==> config.mk <==
export PLATFORM = sky130hd
export DESIGN_NAME = barrel_seq
export DESIGN_NICKNAME = d
export VERILOG_FILES = /design/src/rtl/barrel_seq_pkg.sv /design/src/rtl/barrel_seq.sv
export SDC_FILE = /design/constraint.sdc
export NUM_CORES = 1
export LEC_CHECK = 0
export CAP_MARGIN = 20
export CORE_ASPECT_RATIO = 1.25
export CORE_MARGIN = 2
export CORE_UTILIZATION = 39
export DETAILED_ROUTE_END_ITERATION = 8
export GPL_ROUTABILITY_DRIVEN = 0
export PLACE_DENSITY = 0.75
export SYNTH_ARGS = -nofsm -noshare
export SYNTH_HDL_FRONTEND = slang
export SYNTH_SLANG_ARGS = --single-unit
==> constraint.sdc <==
create_clock -name Clock -period 1.6 [get_ports Clock]
set_input_delay 0.16 -clock Clock [delete_from_list [all_inputs] [get_ports Clock]]
set_output_delay 0.16 -clock Clock [all_outputs]
set_load 0.02 [all_outputs]
==> src/rtl/barrel_seq_pkg.sv <==
// Shared definitions for the barrel rotator and its command sequencer:
// default widths and the sequencer state encoding.
package barrel_seq_pkg;

  localparam int unsigned DefDataSize = 8;
  localparam int unsigned DefSelW     = 3;

  typedef enum logic [2:0] {
    StIdle    = 3'd0,
    StLoad    = 3'd1,
    StRotate  = 3'd2,
    StCapture = 3'd3,
    StDone    = 3'd4
  } seq_state_e;

endpackage

==> src/rtl/barrel_seq.sv <==
// Command sequencer for the barrel rotator: loads a word once, lets the
// barrel free-rotate for the requested steps, then returns the result.
module barrel_seq
  import barrel_seq_pkg::*;
#(
  parameter int unsigned DATA_SIZE = DefDataSize,
  parameter int unsigned SEL_W     = DefSelW,
  parameter int unsigned STEP_W    = 4,
  parameter int unsigned CNT_W     = 8
) (
  input  logic                 Clock,
  input  logic                 Reset,
  input  logic                 cmd_valid,
  output logic                 cmd_ready,
  input  logic [DATA_SIZE-1:0] cmd_data,
  input  logic [SEL_W-1:0]     cmd_sel,
  input  logic [STEP_W-1:0]    cmd_steps,
  output logic                 br_load,
  output logic [SEL_W-1:0]     br_select,
  output logic [DATA_SIZE-1:0] br_data,
  input  logic [DATA_SIZE-1:0] br_q,
  output logic                 res_valid,
  input  logic                 res_ready,
  output logic [DATA_SIZE-1:0] res_data,
  output logic                 busy,
  output logic [CNT_W-1:0]     done_count
);

  seq_state_e           state_q;
  logic [DATA_SIZE-1:0] data_q;
  logic [SEL_W-1:0]     sel_q;
  logic [STEP_W-1:0]    cnt_q;
  logic [DATA_SIZE-1:0] res_q;
  logic [CNT_W-1:0]     done_q;

  always_ff @(posedge Clock or negedge Reset) begin
    if (!Reset) begin
      state_q <= StIdle;
      data_q  <= '0;
      sel_q   <= '0;
      cnt_q   <= '0;
      res_q   <= '0;
      done_q  <= '0;
    end else begin
      unique case (state_q)
        StIdle: begin
          // Command fields are only sampled here, so X while idle never lands.
          if (cmd_valid) begin
            data_q  <= cmd_data;
            sel_q   <= cmd_sel;
            cnt_q   <= cmd_steps;
            state_q <= StLoad;
          end
        end
        StLoad: begin
          state_q <= (cnt_q != '0) ? StRotate : StCapture;
        end
        StRotate: begin
          cnt_q <= cnt_q - STEP_W'(1);
          if (cnt_q == STEP_W'(1)) begin
            state_q <= StCapture;
          end
        end
        StCapture: begin
          res_q   <= br_q;
          state_q <= StDone;
        end
        StDone: begin
          if (res_ready) begin
            done_q  <= done_q + CNT_W'(1);
            state_q <= StIdle;
          end
        end
        default: begin
          state_q <= StIdle;
        end
      endcase
    end
  end

  assign cmd_ready  = (state_q == StIdle);
  assign br_load    = (state_q == StLoad);
  assign br_select  = sel_q;
  assign br_data    = data_q;
  assign res_valid  = (state_q == StDone);
  assign res_data   = res_q;
  assign busy       = (state_q != StIdle);
  assign done_count = done_q;

endmodule

### Word level (Yosys, flattened, before mapping)

Cells that the tools add are included.

* word-level logic and storage cells: 31
* output and inout bits: 31
* bits in registers: 34

* reduce and logical (&&, ||, !) cells: 8
* add/subtract/negate cells: 2
* equality and inequality tests: 8
* multiplexer cells: 7

Operators by type and width (number)
* 3-bit case mux with 5 select lines: 1
* 3-bit two-way mux: 3
* 8-bit by 1-bit adder with 8-bit output, second input constant: 1
* 4-bit case mux with 2 select lines: 1
* 3-bit by 2-bit equality test with 1-bit output, second input constant: 2
* 2-bit AND reduction: 3
* 4-bit by 1-bit equality test with 1-bit output, second input constant: 1
* 4-bit two-way mux: 1
* 2-bit != test, second input constant: 2
* 4-bit nonzero test: 1
* 4-bit by 1-bit subtractor with 4-bit output, second input constant: 1
* 3-bit by 1-bit equality test with 1-bit output, second input constant: 1
* 3-bit equality test, second input constant: 1
* 3-bit logical NOT: 1
* 3-bit AND reduction: 1
* 3-bit nonzero test: 1
* 2-bit by 1-bit != test with 1-bit output, second input constant: 1
* 2-bit nonzero test: 1
* 1-bit two-way mux: 1

### Depth between registers and ports, before layout

Gate-level depths: netlist of the first run.

* depth after elaboration: 3
* depth in mapped cells: 6
* depth with buffers taken out: 5

### Worst setup path after synthesis of the first run

OpenSTA, ideal clock, no wires.

* kind: register to register
* from: reg state_q[2]
* to: reg cnt_q[3]
* slack: 0.117 ns
* period minus slack after synthesis: 1.483 ns
* arrival: 1.360 ns
* buffers on the path: 1
* setup time: 0.123 ns
* cell stages (with the launch flop): 5
* path through: dfrtp_1 -> buf_2 -> nor3b_4 -> mux2_1 -> o221a_1

* cells in the longest elaborated chain, start to end: 3

Ends and longest elaborated chain
* start: declaration: line barrel_seq.sv:29 `seq_state_e state_q;`
* start signal: assignment: line barrel_seq.sv:38 `state_q <= StIdle;`
* start signal: assignment: line barrel_seq.sv:52 `state_q <= StLoad;`
* start signal: assignment: line barrel_seq.sv:56 `state_q <= (cnt_q != '0) ? StRotate : StCapture;`
* 3-bit by 2-bit equality test with 1-bit output / 3-bit logical NOT (equally long branches): line barrel_seq.sv:45 `unique case (state_q)`
* 2-bit nonzero test (no source line) / 2-bit != test (equally long branches)
* 2-bit AND reduction (no source line)
* end signal: assignment: line barrel_seq.sv:51 `cnt_q <= cmd_steps;`
* end signal: assignment: line barrel_seq.sv:59 `cnt_q <= cnt_q - STEP_W'(1);`
* end: declaration: line barrel_seq.sv:32 `logic [STEP_W-1:0] cnt_q;`

Parallel ways exist; a longest one is shown, timed or not.
A chain may end at the register's enable or synchronous reset.

### Worst setup path after layout of the first run

* from: reg state_q[1]
* to: out busy

* cells in the longest elaborated chain, start to end: 1

Ends and longest elaborated chain
* 3-bit nonzero test: line barrel_seq.sv:87 `assign busy = (state_q != StIdle);`
* end: declaration: line barrel_seq.sv:25 `output logic busy,`

Every way passes these cells.

==> results of run 1 <==
==> registers in the layout, summed over array words and instances (netlist names) <==
name,flops
br_select,3
done_count,8
br_data,8
res_data,8
state_q,3
cnt_q,4
==> per-stage QoR <==
stage	hold WS [ns]	total power, mW
after floorplan	-0.136	2.74
after global placement	0.455	3.64
after detailed placement	0.463	3.74
after CTS	0.284	4.51
after global routing	0.318	4.74
final	0.273	4.46
==> critical path, delay by kind of cell, from the launching register on <==
kind          cells  cell delay (ns)
buf+inv           1             0.30
flops             1             0.40
simple gates      1             0.40
==> per-layer routing <==
metal | part of all wire [%] | up-vias | GRT usage (%)
met5 | 0 | - | 0
met4 | 2.0 | 0 | 8.15
met3 | 6.7 | 5 | 5.91
met2 | 53 | 36 | 27.2
met1 | 38 | 582 | 17.8
li1 | - | 586 | -
==> placed cells by master, fill, tap and decap left out, types with 3 or more instances in the layout <==
| cell type | netlist | final |
|---|---|---|
| buf_4 | 1 | 9 |
| clkbuf_8 | 0 | 6 |
| clkdlybuf4s50_1 | 0 | 53 |
| dfrtp_1 | 34 | 34 |
| ha_1 | 4 | 4 |
| inv_1 | 5 | 5 |
| mux2_2 | 9 | 9 |
| nand2_1 | 37 | 37 |
| nand4_1 | 4 | 4 |
| nor2_1 | 3 | 3 |
| nor3_1 | 3 | 3 |
| xnor2_1 | 6 | 6 |
==> worst max-delay path by stage <==
stage                       endpoint       start  depth (start not counted)  slack [ns]
after floorplan             cnt_q[3]  state_q[2]                          4        0.12
after global placement     cmd_ready  state_q[1]                          3       0.005
after detailed placement  br_data[5]   cmd_valid                          5       -0.01
after CTS                       busy  state_q[1]                          2        0.02
after global routing      br_data[2]  state_q[1]                          5      -0.001
final                           busy  state_q[1]                          2        0.06
==> cell type report <==
type,instances,area share [%]
clock inverter,1,1.30
inverter,5,0.813
timing repair buffer,67,27.9
multi-input combinational,90,26.7
sequential,34,36.9
tap,54,2.93
clock buffer,6,3.58
==> logic make-up (layout without fill, tap and decap cells) <==
kind of cell | Yosys count | after routing | synth area share [%]
multiplexers | 10 | 10 | 7.31
adder cells (fa/ha/maj) | 4 | 4 | 3.25
AND/OR/NAND/NOR | 61 | 61 | 21.3
XOR/XNOR | 7 | 7 | 3.98
buffers and inverters | 12 | 79 | 4.87
AO/OA/AOI/OAI | 8 | 8 | 4.06
flip-flops | 34 | 34 | 55.2
==> power by group through the flow <==
| stage | clock network, mW | logic (mW) | registers, mW |
|---|---|---|---|
| after floorplan | 0 | 0.968 | 1.77 |
| after global placement | 0 | 2.17 | 1.47 |
| after detailed placement | 0 | 2.24 | 1.50 |
| after CTS | 0.812 | 2.22 | 1.49 |
| after global routing | 0.838 | 2.37 | 1.53 |
| final | 0.790 | 2.19 | 1.48 |
==> timing repair <==
action / in CTS / in global routing
endpoints found under the setup margin: 4 / 8
pin swaps: 0 / 0
buffers inserted: 0 / 0
hold buffers: 0 / 0
resized for setup: 6 / 4
==> results by group, run 1 <==
Status
  – Outcome: finished, final reports clean

Timing
  – Final hold vios: 0
  – Final Setup Violations: 0
  – Part of the cycle the worst path needs: 96.3%
  – Skew final: 0.00561 ns
  – Slew Viols, Final: 0
  – Least-Margin Pin Slew: 0.408 ns
  – TNS Setup: 0 ns
  – Max Fclk: 649 MHz
  – Final min period: 1.54 ns
  – Worst slew margin: 72.7%
  – Unrepaired setup endpoints after global routing: true
  – Fin worst setup slack: 0.0591 ns

Setup path
  – Slowest-stage cell, CP: dfrtp_1
  – Critical Path Max Stage Delay: 0.40 ns
  – Worst R2R Setup Slack: 0.07 ns
  – Crit. End Element: output port
  – CP required: 1.44 ns
  – Register-to-Register Path Depth: 5
  – Crit path launch type: register
  – Worst Path Arrival: 1.38 ns
  – Reg-to-Reg End: br_data[5]
  – CP Cell Sequence: or3_1 -> clkdlybuf4s15_1
  – CP max FO: 4
  – Reg2Reg Launch Point: state_q[1]
  – Kind of critical path: reg -> out

Floorplan
  – # rows: 25
  – Initial Utilization: 40.7%
  – Ports: 58
  – Horiz. Die Dim: 60.2 µm
  – Vert. Die Dim: 74.3 µm
  – Die area: 0.00447 mm²
  – Core box area: 0.00378 mm²

Clock network
  – Num CTS Buffers: 5
  – Clk sink count: 34
  – Worst skew pair latency: 0.28 ns
  – Clk pin slew, worst setup/hold paths: 0.06 ns
  – CTS tree: done
  – Clock Path Buffers: 2
  – CTS Root Cell: clkbuf_8
  – H-tree Lvls: 2

Layout
  – NumNets Final: 234
  – Fill cells: 323
  – Multi-input gate area: 616 µm²
  – Layout cells sized above 1: 15.8%
  – Ant diodes: 0
  – Cell area after layout: 0.00231 mm²
  – Final Util: 61.0%
  – Syn-to-layout area delta: 49.8%
  – FF+latch area: 851 µm²
  – Fin cells: 257

Synthesis
  – Synth area leaders: dfrtp_1 (55%), nand2_1 (9.0%), mux2_2 (6.6%)
  – Synth Area per Inst: 11.3 µm²
  – Synth area leader: dfrtp_1
  – EDFF count, synth: 0
  – Synth Cell Area: 0.00154 mm²
  – Top-count cell post-synth: nand2_1
  – Synth top cells by count: nand2_1 (37), dfrtp_1 (34), mux2_2 (9)
  – Synthesis warning total: 0
  – Post-synthesis async set-or-reset flop share: 100%
  – Syn Nets: 167
  – Sequential area share after synthesis: 55.2%
  – Post-synthesis register bit count: 34
  – Syn Inst Count: 136
  – Top cell type's share of synthesized area: 55.2%
  – Distinct cells, synth: 34
  – Ys flop type: dfrtp_1

GRT
  – Pin count of the biggest net entering global routing: 35
  – Overflow after GRT: 0
  – First-pass GRT wire length: 5.31 mm
  – Vias in the first global route: 1,263
  – GRT Resource Usage Total: 16.2%
  – Antenna violations before repair: 0

Placed design
  – DP Worst Slack: -0.0138 ns
  – IO buf count: 57
  – Placed Area: 0.00220 mm²
  – Dpl cells: 250
  – Dpl hpwl: 2.55 mm

Pwr
  – Share of power burned in the clock network: 17.7%
  – Combinational share of power: 49.1%
  – Flop pwr share: 33.2%
  – P_leak: 1.05 nW
  – Internal: 2.83 mW
  – Sw frac: 36.4%
  – VDD IR-drop max: 1.05 mV
  – Pwr Density: 1930 mW/mm²
  – Psw: 1.62 mW

Route
  – Final ANT Viol Nets: 0
  – Drt drc: 0
  – Vias/cell: 4.70
  – Overall routed net length: 3.33 mm
  – DR iter-0 viols: 18
  – Drt first pass iters: 3
  – Via Count: 1,209
  – WL/cell: 13.0 µm

Job
  – Max Cap Violations: 0

Worst hold path
  – Worst Hold Class: in -> async
Power figures use the tool's default switching activity.
==> run 2: changes to the inputs <==
CORE_UTILIZATION = 41   (was 39)
CTS_BUF_LIST = sky130_fd_sc_hd__clkbuf_4 sky130_fd_sc_hd__clkbuf_8   (was unset)
PLACE_DENSITY = 0.78   (was 0.75)
==> results by group, run 2 (synthesis results as in run 1) <==
Layout
  – FF+latch area: 851 µm²
  – Layout cells sized above 1: 17.6%
  – NumNets Final: 235
  – Multi-input gate area: 616 µm²
  – Fill cells: 297
  – Ant diodes: 0
  – Fin cells: 244
  – Commonest cells after routing, fill and taps aside: clkdlybuf4s50_1 (53), nand2_1 (37), dfrtp_1 (34)
  – Commonest non-fill, non-tap cell in the layout: clkdlybuf4s50_1
  – Syn-to-layout area delta: 47.5%

Floorplan
  – Horiz. Die Dim: 58.8 µm
  – Initial Utilization: 43.5%
  – Core box area: 0.00354 mm²
  – # rows: 24
  – Die area: 0.00427 mm²
  – Ports: 58
  – Vert. Die Dim: 72.6 µm

Pwr
  – Share of power burned in the clock network: 15.2%
  – Flop pwr share: 34.2%
  – Internal: 2.70 mW
  – P_leak: 1.05 nW
  – Pwr Total: 4.33 mW
  – Psw: 1.63 mW
  – VDD IR-drop max: 0.965 mV
  – Pwr Density: 1910 mW/mm²
  – Sw frac: 37.7%
  – Combinational share of power: 50.5%

Route
  – Vias/cell: 4.96
  – WL/cell: 13.9 µm
  – DR iter-0 viols: 51
  – Drt drc: 3
  – Met2 WL: 1.82 mm
  – M1 WL: 1.31 mm
  – Final ANT Viol Nets: 0
  – DR WL met3: 238 µm
  – Via Count: 1,211
  – DR top layer: met4
  – Overall routed net length: 3.39 mm
  – Drt first pass iters: 6

Setup path
  – Slowest-stage cell, CP: or4b_4
  – Reg2Reg Launch Point: state_q[0]
  – CP required: 1.77 ns
  – CP Cell Sequence: buf_6 -> or4b_4 -> buf_4 -> nand2_1 -> nand2_1
  – Reg-to-Reg End: br_data[7]
  – Worst Path Arrival: 1.73 ns
  – Most used cell along the critical path: nand2_1
  – Kind of critical path: reg -> reg
  – Critical Path Max Stage Delay: 0.57 ns
  – Register-to-Register Path Depth: 5
  – CP max FO: 5
  – Worst R2R Setup Slack: 0.04 ns
  – Buf/Inv on CP: 2
  – Cell count along the critical path: 5
  – Crit path launch type: register
  – CP top delay family: simple AND/OR/NAND/NOR gates
  – Crit. End Element: register

Timing
  – Least-Margin Pin Slew: 0.425 ns
  – TNS Setup: 0 ns
  – Max Fclk: 639 MHz
  – Final hold vios: 0
  – Final Setup Violations: 0
  – Part of the cycle the worst path needs: 97.8%
  – Final min period: 1.56 ns
  – Slew Viols, Final: 0
  – Worst slew margin: 71.6%
  – Hold_ws: 0.279 ns
  – Skew final: 0.00491 ns

GRT
  – Antenna violations before repair: 0
  – Overflow after GRT: 0
  – Vias in the first global route: 1,228
  – Pin count of the biggest net entering global routing: 35
  – First-pass GRT wire length: 5.60 mm
  – GRT Resource Usage Total: 17.5%

Status
  – Outcome: complete, but fails checks
  – Failing checks: DRC

Clock network
  – H-tree Lvls: 2
  – Clk sink count: 34
  – CTS tree: done
  – Num CTS Buffers: 5
  – Clock Path Buffers: 2
  – Hold-fix buffers, CTS: 0
  – CTS Root Cell: clkbuf_8
  – Clk pin slew, worst setup/hold paths: 0.07 ns
  – Worst skew pair latency: 0.28 ns

Worst hold path
  – Worst Hold Class: in -> async

Placed design
  – Dpl hpwl: 2.62 mm
  – IO buf count: 57
  – Dpl cells: 235

Job
  – Max Cap Violations: 0
run 2: cell count changes in the layout (fill, tap and decap cells not counted):
cell | before | now
bufinv_16 | 1 | 0
clkbuf_2 | 0 | 2
clkinv_2 | 0 | 1
buf_6 | 1 | 2
clkbuf_4 | 0 | 1
clkdlybuf4s15_1 | 2 | 0
run 2: routing by layer:
layer | up-vias | track usage, %
met5 | - | 0
met4 | 0 | 4.04
met3 | 5 | 6.24
met2 | 37 | 30.2
met1 | 577 | 20.6
li1 | 592 | -
run 2: metrics by stage:
stage,setup WS (ns),area (µm²),util [%]
3_3_place_gp,0.0215,2180,61.5
2_1_floorplan,0.117,1540,-
3_5_place_dp,0.00204,2180,61.5
5_1_grt,-0.00411,2270,64.2
4_1_cts,0.00782,2270,64.1
6_report,0.0359,2270,64.2
run 2: area by class of cell:
type / instances / area share [%]
flip-flops and latches: 34 / 37.4
repair buffers: 68 / 28.3
well taps: 39 / 2.15
inverters: 5 / 0.826
clock inverters: 1 / 0.220
multi-input cells: 90 / 27.1
clock buffers: 7 / 3.96
run 2: power by group through the flow:
stage               Combinational [mW]  Clock [mW]  Sequential, mW
floorplan                        0.968           0            1.77
global placement                  2.18           0            1.47
detailed placement                2.24           0            1.49
CTS                               2.22       0.676            1.48
global route                      2.39       0.712            1.53
finish                            2.19       0.660            1.48
run 2: timing repair:
item / CTS / global route
endpoints found under the hold margin: 0 / 0
resized for setup: 6 / 7
setup endpoints to repair: 4 / 12
setup buffers: 0 / 1
pin swaps: 0 / 2
run 2: worst max path at each step:
stage	endpoint	start
finish	br_data[7]	state_q[0]
global route	br_data[7]	state_q[0]
CTS	busy	state_q[1]
detailed placement	cmd_ready	state_q[1]
global placement	cmd_ready	state_q[1]
floorplan	cnt_q[3]	state_q[2]
==> run 3: changes to the inputs <==
CAP_MARGIN = 15   (was 20)
SETUP_SLACK_MARGIN = 0.5   (was unset)
==> results by group, run 3 (synthesis results as in run 1) <==
Status
  – Outcome: finished, final reports clean

Layout
  – Commonest cells after routing, fill and taps aside: dfrtp_1 (33), clkdlybuf4s50_1 (26), nand2_1 (22)
  – Commonest non-fill, non-tap cell in the layout: dfrtp_1
  – Cell area after layout: 0.00249 mm²
  – Syn-to-layout area delta: 61.3%
  – NumNets Final: 249
  – Final Util: 70.2%
  – Fill cells: 271
  – Multi-input gate area: 753 µm²
  – Layout cells sized above 1: 47.5%
  – FF+latch area: 852 µm²
  – Ant diodes: 0
  – Fin cells: 258

Setup path
  – Reg2Reg Launch Point: state_q[0]
  – Register-to-Register Path Depth: 5
  – CP max FO: 5
  – Worst Path Arrival: 1.71 ns
  – Worst R2R Setup Slack: 0.05 ns
  – Kind of critical path: reg -> reg
  – Crit path from: state_q[0]
  – CP required: 1.77 ns
  – Crit. End Element: register
  – Crit path launch type: register
  – Reg-to-Reg End: br_data[4]

GRT
  – Vias in the first global route: 1,340
  – First-pass GRT wire length: 6.13 mm
  – Overflow after GRT: 0
  – GRT Resource Usage Total: 19.0%
  – Pin count of the biggest net entering global routing: 35
  – Antenna violations before repair: 0

Route
  – Drt drc: 0
  – Vias/cell: 4.97
  – DR iter-0 viols: 15
  – Drt first pass iters: 4
  – Overall routed net length: 3.94 mm
  – Via Count: 1,283
  – Final ANT Viol Nets: 0
  – WL/cell: 15.3 µm

Clock network
  – CTS Root Cell: clkbuf_8
  – Clock Path Buffers: 2
  – Clk sink count: 34
  – CTS tree: done
  – Clk pin slew, worst setup/hold paths: 0.07 ns
  – Worst skew pair latency: 0.28 ns
  – H-tree Lvls: 2
  – Num CTS Buffers: 5

Floorplan
  – # rows: 24
  – Ports: 58
  – Initial Utilization: 43.5%
  – Vert. Die Dim: 72.6 µm
  – Core box area: 0.00354 mm²
  – Die area: 0.00427 mm²
  – Horiz. Die Dim: 58.8 µm

Pwr
  – Flop pwr share: 31.4%
  – Psw: 1.88 mW
  – Combinational share of power: 54.9%
  – VDD IR-drop max: 0.864 mV
  – P_leak: 1.24 nW
  – Sw frac: 38.9%
  – Internal: 2.96 mW
  – Share of power burned in the clock network: 13.6%
  – Pwr Density: 1950 mW/mm²

Timing
  – Final Setup Violations: 0
  – Max Fclk: 646 MHz
  – Hold_ws: 0.284 ns
  – Slew Viols, Final: 0
  – Final min period: 1.55 ns
  – Least-Margin Pin Slew: 0.428 ns
  – Skew final: 0.00827 ns
  – Part of the cycle the worst path needs: 96.7%
  – Unrepaired setup endpoints after global routing: true
  – Worst slew margin: 71.5%
  – Final hold vios: 0
  – TNS Setup: 0 ns

Worst hold path
  – Worst Hold Class: in -> async

Job
  – Max Cap Violations: 0

Placed design
  – Dpl cells: 235
  – Dpl hpwl: 2.72 mm
  – Placed Area: 0.00221 mm²
  – IO buf count: 57
==> run 3: worst max-delay path by stage <==
stage	endpoint	slack [ns]	cells past startpoint
floorplan	cnt_q[3]	0.13	4
global placement	cmd_ready	0.05	3
detailed placement	br_select[1]	0.006	5
CTS	br_select[1]	0.06	5
global route	br_data[3]	0.02	5
finish	br_data[4]	0.05	5
==> run 3: power by group through the flow <==
stage | registers, mW | clock network, mW | logic [mW]
3_5_place_dp | 1.49 | 0 | 2.31
6_report | 1.52 | 0.660 | 2.66
2_1_floorplan | 1.78 | 0 | 1.02
5_1_grt | 1.57 | 0.710 | 2.84
4_1_cts | 1.50 | 0.671 | 2.27
3_3_place_gp | 1.46 | 0 | 2.24
==> run 3: stage by stage <==
stage                     setup slack [ns]  power (mW)
after global routing                0.0204        5.12
after CTS                           0.0596        4.45
after detailed placement           0.00589        3.80
after floorplan                      0.132        2.79
final                               0.0528        4.84
after global placement              0.0494        3.71
==> run 3: timing repair <==
action,in CTS,in global routing
gates resized for setup,111,57
hold buffers,0,0
pin swaps,7,16
setup buffers,4,9
endpoints found under the setup margin,65,56
cloned,0,2
endpoints found under the hold margin,0,0
==> run 3: critical path: stages, from the launching register on <==
cell	delay, ns
dfrtp_1	0.41
buf_6	0.14
or4b_4	0.60
clkbuf_16	0.20
nand2_2	0.05
nand2_1	0.04
==> run 3: per-layer routing <==
layer	vias to the layer above	track usage [%]	share of wire (%)
met2	31	33.6	55
li1	618	-	-
met4	0	6.06	1.3
met5	-	0	0
met3	6	5.35	4.4
met1	628	21.7	40
==> run 3: area by class of cell <==
cell class / count / share of cell area, %
sequential: 34 / 34.3
multi-input combinational: 90 / 30.3
timing repair buffer: 82 / 28.9
clock buffer: 7 / 3.62
tap: 39 / 1.96
inverter: 5 / 0.755
clock inverter: 1 / 0.201
